==> src/rtl/pool_pkg.sv <==
// Shared types and helpers for the streaming pooling engine.
// Holds the mode and FSM enums, the accumulator width helper and the
// max/add combine operator used by both the horizontal and vertical
// reduction stages.
package pool_pkg;

    typedef enum logic {
        POOL_MAX = 1'b0,
        POOL_AVG = 1'b1
    } pool_mode_e;

    typedef enum logic [1:0] {
        IDLE  = 2'd0,
        RUN   = 2'd1,
        FLUSH = 2'd2
    } pool_state_e;

    // Widest accumulator the combine helper handles; callers sign-extend into it.
    localparam int ACC_MAX_W = 32;

    // A KxK window sum of DATA_WIDTH values needs 2*log2(K) extra bits.
    function automatic int acc_width(input int dataWidth, input int poolK);
        return dataWidth + 2 * $clog2(poolK);
    endfunction

    // Max in max mode, sum in average mode; operands are already sign-extended.
    function automatic logic signed [ACC_MAX_W-1:0] combine(
        input pool_mode_e                   mode,
        input logic signed [ACC_MAX_W-1:0]  a,
        input logic signed [ACC_MAX_W-1:0]  b
    );
        logic signed [ACC_MAX_W-1:0] result;
        if (mode == POOL_AVG) begin
            result = a + b;
        end else begin
            result = (a > b) ? a : b;
        end
        return result;
    endfunction

endpackage

==> src/rtl/pool_line_buf.sv <==
// Partial-window line buffer: one accumulator entry per window column.
// Synchronous write, combinational read, no reset (contents are only
// read after being written earlier in the same window row band).
module pool_line_buf
    import pool_pkg::*;
#(
    parameter int DEPTH = 32,
    parameter int WIDTH = 10,
    parameter int AW    = 5
) (
    input  logic             clk,
    input  logic             i_we,
    input  logic [AW-1:0]    i_waddr,
    input  logic [WIDTH-1:0] i_wdata,
    input  logic [AW-1:0]    i_raddr,
    output logic [WIDTH-1:0] o_rdata
);

    logic [WIDTH-1:0] r_mem [DEPTH];

    // Store a partial vertical result for one window column.
    always_ff @(posedge clk) begin
        if (i_we) begin
            r_mem[i_waddr] <= i_wdata;
        end
    end

    assign o_rdata = r_mem[i_raddr];

endmodule

==> src/rtl/pool_stream_unit.sv <==
// Streaming KxK max/average pooling engine (stride K, floor mode).
// Pixels arrive row-major; each window is reduced horizontally in r_h and
// vertically through the line buffer, and the finished window lands in a
// single output register with valid/ready handshake.
// Optional build macro POOL_RELU_EN clamps negative results to zero.
module pool_stream_unit
    import pool_pkg::*;
#(
    parameter int DATA_WIDTH = 8,
    parameter int POOL_K     = 2,
    parameter int MAX_COLS   = 64,
    parameter int DIM_W      = 8
) (
    input  logic                  clk,
    input  logic                  rst,
    input  logic                  start,
    input  logic                  cfg_mode,
    input  logic [DIM_W-1:0]      cfg_rows,
    input  logic [DIM_W-1:0]      cfg_cols,
    input  logic                  in_valid,
    input  logic [DATA_WIDTH-1:0] in_data,
    output logic                  in_ready,
    output logic                  out_valid,
    output logic [DATA_WIDTH-1:0] out_data,
    input  logic                  out_ready,
    output logic                  busy,
    output logic                  done
);

    localparam int ACC_W     = acc_width(DATA_WIDTH, POOL_K);
    localparam int KSH       = $clog2(POOL_K);
    localparam int AVG_SH    = 2 * KSH;
    localparam int BUF_DEPTH = MAX_COLS / POOL_K;
    localparam int BUF_AW    = (BUF_DEPTH > 1) ? $clog2(BUF_DEPTH) : 1;
    localparam int PAD       = ACC_MAX_W - ACC_W;
    localparam logic [DIM_W-1:0] K_MASK = DIM_W'(POOL_K - 1);

    pool_state_e              r_state;
    pool_state_e              w_nextState;
    pool_mode_e               r_mode;
    logic [DIM_W-1:0]         r_rows;
    logic [DIM_W-1:0]         r_cols;
    logic [DIM_W-1:0]         r_row;
    logic [DIM_W-1:0]         r_col;
    logic signed [ACC_W-1:0]  r_h;
    logic                     r_outValid;
    logic [DATA_WIDTH-1:0]    r_outData;
    logic                     r_zeroDone;

    logic                     w_fire;
    logic                     w_lastCol;
    logic                     w_lastPix;
    logic                     w_inWin;
    logic                     w_endCol;
    logic                     w_endRow;
    logic                     w_firstRow;
    logic                     w_startCol;
    logic                     w_flushDone;
    logic                     w_we;
    logic                     w_loadOut;
    logic [BUF_AW-1:0]        w_bufAddr;
    logic signed [ACC_W-1:0]  w_pixExt;
    logic signed [ACC_W-1:0]  w_hv;
    logic signed [ACC_W-1:0]  w_bufRd;
    logic signed [ACC_W-1:0]  w_merged;
    logic signed [ACC_W-1:0]  w_wdata;
    logic [DATA_WIDTH-1:0]    w_conv;

    // Narrow wrapper around the package combine operator.
    function automatic logic signed [ACC_W-1:0] combAcc(
        input pool_mode_e              m,
        input logic signed [ACC_W-1:0] a,
        input logic signed [ACC_W-1:0] b
    );
        return ACC_W'(combine(m, {{PAD{a[ACC_W-1]}}, a}, {{PAD{b[ACC_W-1]}}, b}));
    endfunction

    assign w_fire      = in_valid & in_ready;
    assign w_lastCol   = (r_col == r_cols - 1'b1);
    assign w_lastPix   = w_lastCol & (r_row == r_rows - 1'b1);
    assign w_inWin     = (r_col < (r_cols & ~K_MASK)) && (r_row < (r_rows & ~K_MASK));
    assign w_startCol  = ((r_col & K_MASK) == '0);
    assign w_endCol    = ((r_col & K_MASK) == K_MASK);
    assign w_firstRow  = ((r_row & K_MASK) == '0);
    assign w_endRow    = ((r_row & K_MASK) == K_MASK);
    assign w_bufAddr   = BUF_AW'(r_col >> KSH);
    assign w_flushDone = (r_state == FLUSH) && !r_outValid;

    assign in_ready  = (r_state == RUN) && (!r_outValid || out_ready);
    assign out_valid = r_outValid;
    assign out_data  = r_outData;
    assign busy      = (r_state != IDLE);
    assign done      = w_flushDone | r_zeroDone;

    pool_line_buf #(
        .DEPTH (BUF_DEPTH),
        .WIDTH (ACC_W),
        .AW    (BUF_AW)
    ) u_lineBuf (
        .clk     (clk),
        .i_we    (w_we),
        .i_waddr (w_bufAddr),
        .i_wdata (w_wdata),
        .i_raddr (w_bufAddr),
        .o_rdata (w_bufRd)
    );

    // Window datapath: horizontal reduce, merge with the line buffer, convert.
    always_comb begin
        w_pixExt  = {{(ACC_W - DATA_WIDTH){in_data[DATA_WIDTH-1]}}, in_data};
        w_hv      = w_startCol ? w_pixExt : combAcc(r_mode, r_h, w_pixExt);
        w_merged  = combAcc(r_mode, w_bufRd, w_hv);
        w_wdata   = w_firstRow ? w_hv : w_merged;
        w_we      = w_fire && w_inWin && w_endCol && !w_endRow;
        w_loadOut = w_fire && w_inWin && w_endCol && w_endRow;
        if (r_mode == POOL_AVG) begin
            w_conv = DATA_WIDTH'(w_merged >>> AVG_SH);
        end else begin
            w_conv = DATA_WIDTH'(w_merged);
        end
`ifdef POOL_RELU_EN
        if (w_merged[ACC_W-1]) begin
            w_conv = '0;
        end
`endif
    end

    // Next-state logic; zero-sized maps never leave IDLE.
    always_comb begin
        w_nextState = r_state;
        case (r_state)
            IDLE: begin
                if (start && (cfg_rows != '0) && (cfg_cols != '0)) begin
                    w_nextState = RUN;
                end
            end
            RUN: begin
                if (w_fire && w_lastPix) begin
                    w_nextState = FLUSH;
                end
            end
            FLUSH: begin
                if (!r_outValid) begin
                    w_nextState = IDLE;
                end
            end
            default: w_nextState = IDLE;
        endcase
    end

    // State register.
    always_ff @(posedge clk or posedge rst) begin
        if (rst) begin
            r_state <= IDLE;
        end else begin
            r_state <= w_nextState;
        end
    end

    // Configuration latch, pixel counters and horizontal accumulator.
    always_ff @(posedge clk or posedge rst) begin
        if (rst) begin
            r_mode     <= POOL_MAX;
            r_rows     <= '0;
            r_cols     <= '0;
            r_row      <= '0;
            r_col      <= '0;
            r_h        <= '0;
            r_zeroDone <= 1'b0;
        end else begin
            r_zeroDone <= (r_state == IDLE) && start && ((cfg_rows == '0) || (cfg_cols == '0));
            if (r_state == IDLE) begin
                if (start) begin
                    r_mode <= pool_mode_e'(cfg_mode);
                    r_rows <= cfg_rows;
                    r_cols <= cfg_cols;
                    r_row  <= '0;
                    r_col  <= '0;
                end
            end else if (w_fire) begin
                if (w_lastCol) begin
                    r_col <= '0;
                    r_row <= r_row + 1'b1;
                end else begin
                    r_col <= r_col + 1'b1;
                end
                if (w_inWin) begin
                    r_h <= w_hv;
                end
            end
        end
    end

    // Output register: load on window completion, drop once taken downstream.
    always_ff @(posedge clk or posedge rst) begin
        if (rst) begin
            r_outValid <= 1'b0;
            r_outData  <= '0;
        end else if (w_loadOut) begin
            r_outValid <= 1'b1;
            r_outData  <= w_conv;
        end else if (out_ready) begin
            r_outValid <= 1'b0;
        end
    end

endmodule

==> config.mk <==
export PLATFORM = sky130hd
export DESIGN_NAME = pool_stream_unit
export DESIGN_NICKNAME = d
export VERILOG_FILES = /design/src/rtl/pool_pkg.sv /design/src/rtl/pool_line_buf.sv /design/src/rtl/pool_stream_unit.sv
export SDC_FILE = /design/constraint.sdc
export NUM_CORES = 1
export LEC_CHECK = 0
export BUFFER_PORTS_ARGS = -buffer_cell sky130_fd_sc_hd__buf_2
export CAP_MARGIN = 10
export CORE_ASPECT_RATIO = 0.6
export CORE_MARGIN = 4
export CORE_UTILIZATION = 23
export CTS_BUF_LIST = sky130_fd_sc_hd__clkbuf_16
export DETAILED_ROUTE_END_ITERATION = 8
export HOLD_SLACK_MARGIN = 0.15
export PLACE_DENSITY = 0.45
export SYNTH_ARGS = -nofsm -noshare
export SYNTH_HDL_FRONTEND = slang
export SYNTH_HIERARCHICAL = 1
export SYNTH_SLANG_ARGS = --single-unit
export TNS_END_PERCENT = 20
==> constraint.sdc <==
create_clock -name clk -period 5.6 [get_ports clk]
set_input_delay 0.28 -clock clk [delete_from_list [all_inputs] [get_ports clk]]
set_output_delay 0.28 -clock clk [all_outputs]
set_load 0.02 [all_outputs]
==> key figures <==
Min path
  • Worst Hold Class: input port to flop
  • Hold Startpoint: in_valid
  • Worst hold path stage count: 5
  • Worst Hold End: r_col[1]

Worst setup path
  • CP cell instances: ha_1 > nand4_1 > o21bai_1 > a21oi_1 > o21ai_1 > a211oi_2 > a221o_1 > inv_1 > ha_1 > nor4b_1 > a31oi_1 > a31o_2 > nand2_1 > buf_4 > o31ai_1 > a31oi_4
  • Setup CP Type: flop to flop
  • Worst Setup SP: r_h[4]
  • Worst reg2reg endpoint: u_lineBuf/r_mem[18][0]
  • Crit path arrival time: approximately 5.5 ns
  • CP startpoint kind: flop
  • Crit. End Element: flop
  • Most frequent CP cell: ha_1
  • R2R depth: 16
  • Register-to-register setup slack: 0.37 ns
  • Reg-to-reg startpoint: r_h[4]
  • Max stage delay on crit path: 0.69 ns
  • Crit-path max FO: 32
  • Slowest stage cell, crit path: a31oi_4
  • CP required: roughly 5.8 ns

Die
  • Total number of placement rows: about 80
  • Die H: 224 um
  • Die W: 369 um
  • I/O Pins: 42
  • Die ar.: approximately 83000 um^2
  • Initial Utilization: approximately 23%
  • Core area: 77400 um^2

Layout
  • Final nets: between 1500 and 2000
  • Fillers: slightly below 8000
  • Area Growth Syn to Fin: 19.1%
  • Fraction of layout cells with a size suffix above 1: about 17%

Timing
  • Final hold violations: 0
  • Slew Limit Fails: 0
  • Clk_skew: 0.0340 ns
  • Crit path time final: about 5.2 ns
  • Least-Margin Pin Slew: roughly 1 ns
  • Max frequency: around 190 MHz
  • # setup viols final: 0
  • Slew margin rel.: about a third
  • Fin crit share: roughly 93%
  • Total Neg Setup Slack: 0 ns
  • RSZ-0062 raised after global routing: no

Yosys
  • Syn Area/Cell: 13.2 um^2
  • Post-synthesis register bit count: roughly 380
  • Dominant synthesized flop cell: edfxtp_1
  • Post-synth EDFFs: 320
  • Distinct cells, synth: 81
  • Post-synthesis sequential area ratio: about three fifths
  • Post-Syn Area: about 18000 um^2
  • Post-Syn Instances: around 1400
  • Asr flop ratio synth: roughly 15%
  • Syn Nets: about 1400
  • Yosys Warn Count: 6

Clocking
  • CTS tree: built
  • TritonCTS buffer count: 37
  • Clock Sink Count: roughly 380
  • CTS root buf: clkbuf_16
  • H-tree Lvls: 2
  • Clock transition at the registers of the reported paths: approximately 0.060 ns
  • CTS max path bufs: 3
  • Skew-Pair Late Insertion Delay: about 0.55 ns

Routing
  • Routed Antenna Nets: 0
  • Vias/cell: ~4.6
  • DR pass1 iterations: 5
  • Final wirelength: 52400 um
  • Via count: between 10000 and 15000
  • DR iter-0 viols: roughly 970
  • Wire length per cell: between 20 and 25 um
  • DRC viols: 0

GRT
  • Vias in the first global route: approximately 11000
  • GR peak layer: met1
  • Initial antenna violation count: 1
  • Total global-route track usage: 12.3%
  • First-pass GRT wire length: between 70000 and 80000 um
  • M1 GR Usage: 20.4%
  • Largest net degree at the start of global routing: 56
  • Met3 usage: between 2 and 3%
  • Global route total overflow: 0
  • M2 GR Usage: between 10% and 20%

Job
  • Max-cap violations: 0

Placed design
  • DP HPWL: between 30000 and 40000 um
  • Port Buffer Count: between 40 and 50
  • Placer Congestion: between 0.8 and 0.9

Outcome
  • Status: finished, final reports clean
## cell usage after synthesis (6+ instances only)
library cell | number | share of area, %
nand2_1 | 96 | 2.0
inv_1 | 52 | 1.1
mux2_2 | 6 | 0.38
nand4_1 | 15 | 0.52
a22o_1 | 22 | 1.1
ha_1 | 55 | 3.8
nor4_1 | 6 | 0.21
mux2i_1 | 166 | 9.3
a31oi_1 | 17 | 0.59
nor3_2 | 9 | 0.50
o21a_1 | 6 | 0.25
buf_12 | 7 | 0.78
nor2b_1 | 14 | 0.49
o31ai_1 | 6 | 0.25
nor3_1 | 21 | 0.59
a21o_1 | 7 | 0.29
edfxtp_1 | 320 | 54
o21ai_0 | 50 | 1.4
xnor2_1 | 27 | 1.3
nand3b_1 | 10 | 0.42
buf_6 | 8 | 0.50
nand2b_1 | 9 | 0.31
dfrtp_1 | 55 | 7.7
xor2_1 | 13 | 0.63
nor2_1 | 90 | 1.9
a21oi_1 | 46 | 1.3
clkbuf_1 | 29 | 0.61
nand3_1 | 42 | 1.2
buf_2 | 15 | 0.42
a22oi_1 | 42 | 1.8
## logic make-up after synthesis
group / after synthesis / share of synthesized area [%]
AND/OR/NAND/NOR: 338 / 9.17
AO/OA/AOI/OAI: 259 / 10.1
multiplexers: 173 / 9.70
buffers and inverters: 118 / 3.69
flip-flops: 375 / 61.2
adder cells (fa/ha/maj): 57 / 4.06
XOR/XNOR: 41 / 2.04
## layer usage
metal	wire, um	up-vias
met1	28700	5959
met3	3110	55
li1	-	5446
met4	652	0
met2	19900	287
met5	0	-
## metrics by stage
stage	hold WS (ns)	instances	util (%)	instance area, um^2	worst slack (ns)
6_report	0.294	2579	27.6	21400	0.368
5_1_grt	0.317	2578	27.6	21400	0.0331
4_1_cts	0.265	2576	27.5	21300	0.270
3_5_place_dp	0.491	2497	25.9	20000	0.213
3_3_place_gp	0.487	2497	25.9	20000	0.418
2_1_floorplan	0.397	1361	-	17900	0.246
## critical path, delay by kind of cell (launching register included)
family,cells,cell delay (ns)
flip-flops,1,0.44
buffers and inverters,2,0.22
adder cells (fa/ha/maj),2,0.86
AO/OA/AOI/OAI,9,2.67
AND/OR/NAND/NOR,3,0.69
## worst max path at each step
stage / to / cells past startpoint
after global placement: u_lineBuf/r_mem[28][7] / 18
after detailed placement: u_lineBuf/r_mem[31][7] / 18
after CTS: u_lineBuf/r_mem[21][7] / 16
final: u_lineBuf/r_mem[18][0] / 16
after floorplan: u_lineBuf/r_mem[0][5] / 18
after global routing: u_lineBuf/r_mem[27][0] / 16
## what timing repair did
action / 4_1_cts / 5_1_grt
buffers inserted: 0 / 1
gates resized for setup: 0 / 3
hold buffers: 20 / 0
hold endpoints to repair: 75 / 0
setup endpoints to repair: 0 / 32
## registers in the layout (all words and copies together), names as in the netlist, 2 cells and up
register         count
out_data             8
r_col                8
r_cols               8
r_h                 10
r_row                8
r_rows               8
r_state              2
u_lineBuf/r_mem    320
## layout make-up
cell class              count  area (um^2)  area share (%)
multi-input cells         869         6440            30.1
inverters                  52          195           0.914
diodes                      1         2.50          0.0117
clock inverters            21          133           0.621
flip-flops and latches    375        11000            51.4
repair buffers            170         1340            6.26
well taps                1053         1320            6.17
clock buffers              38          951            4.45
## layout by cell type (no fill, tap or decap), types with 42 or more instances in the layout
cell type / netlist / routed
o21ai_0: 50 / 48
nor2_1: 90 / 80
dfrtp_1: 55 / 54
nand3_1: 42 / 42
ha_1: 55 / 55
nand2_1: 96 / 96
mux2i_1: 166 / 166
buf_4: 4 / 100
edfxtp_1: 320 / 320
inv_1: 52 / 59
a21oi_1: 46 / 45
Power is not shown: default switching activity piles up to over one toggle a cycle in this logic, so the estimate is an artifact.
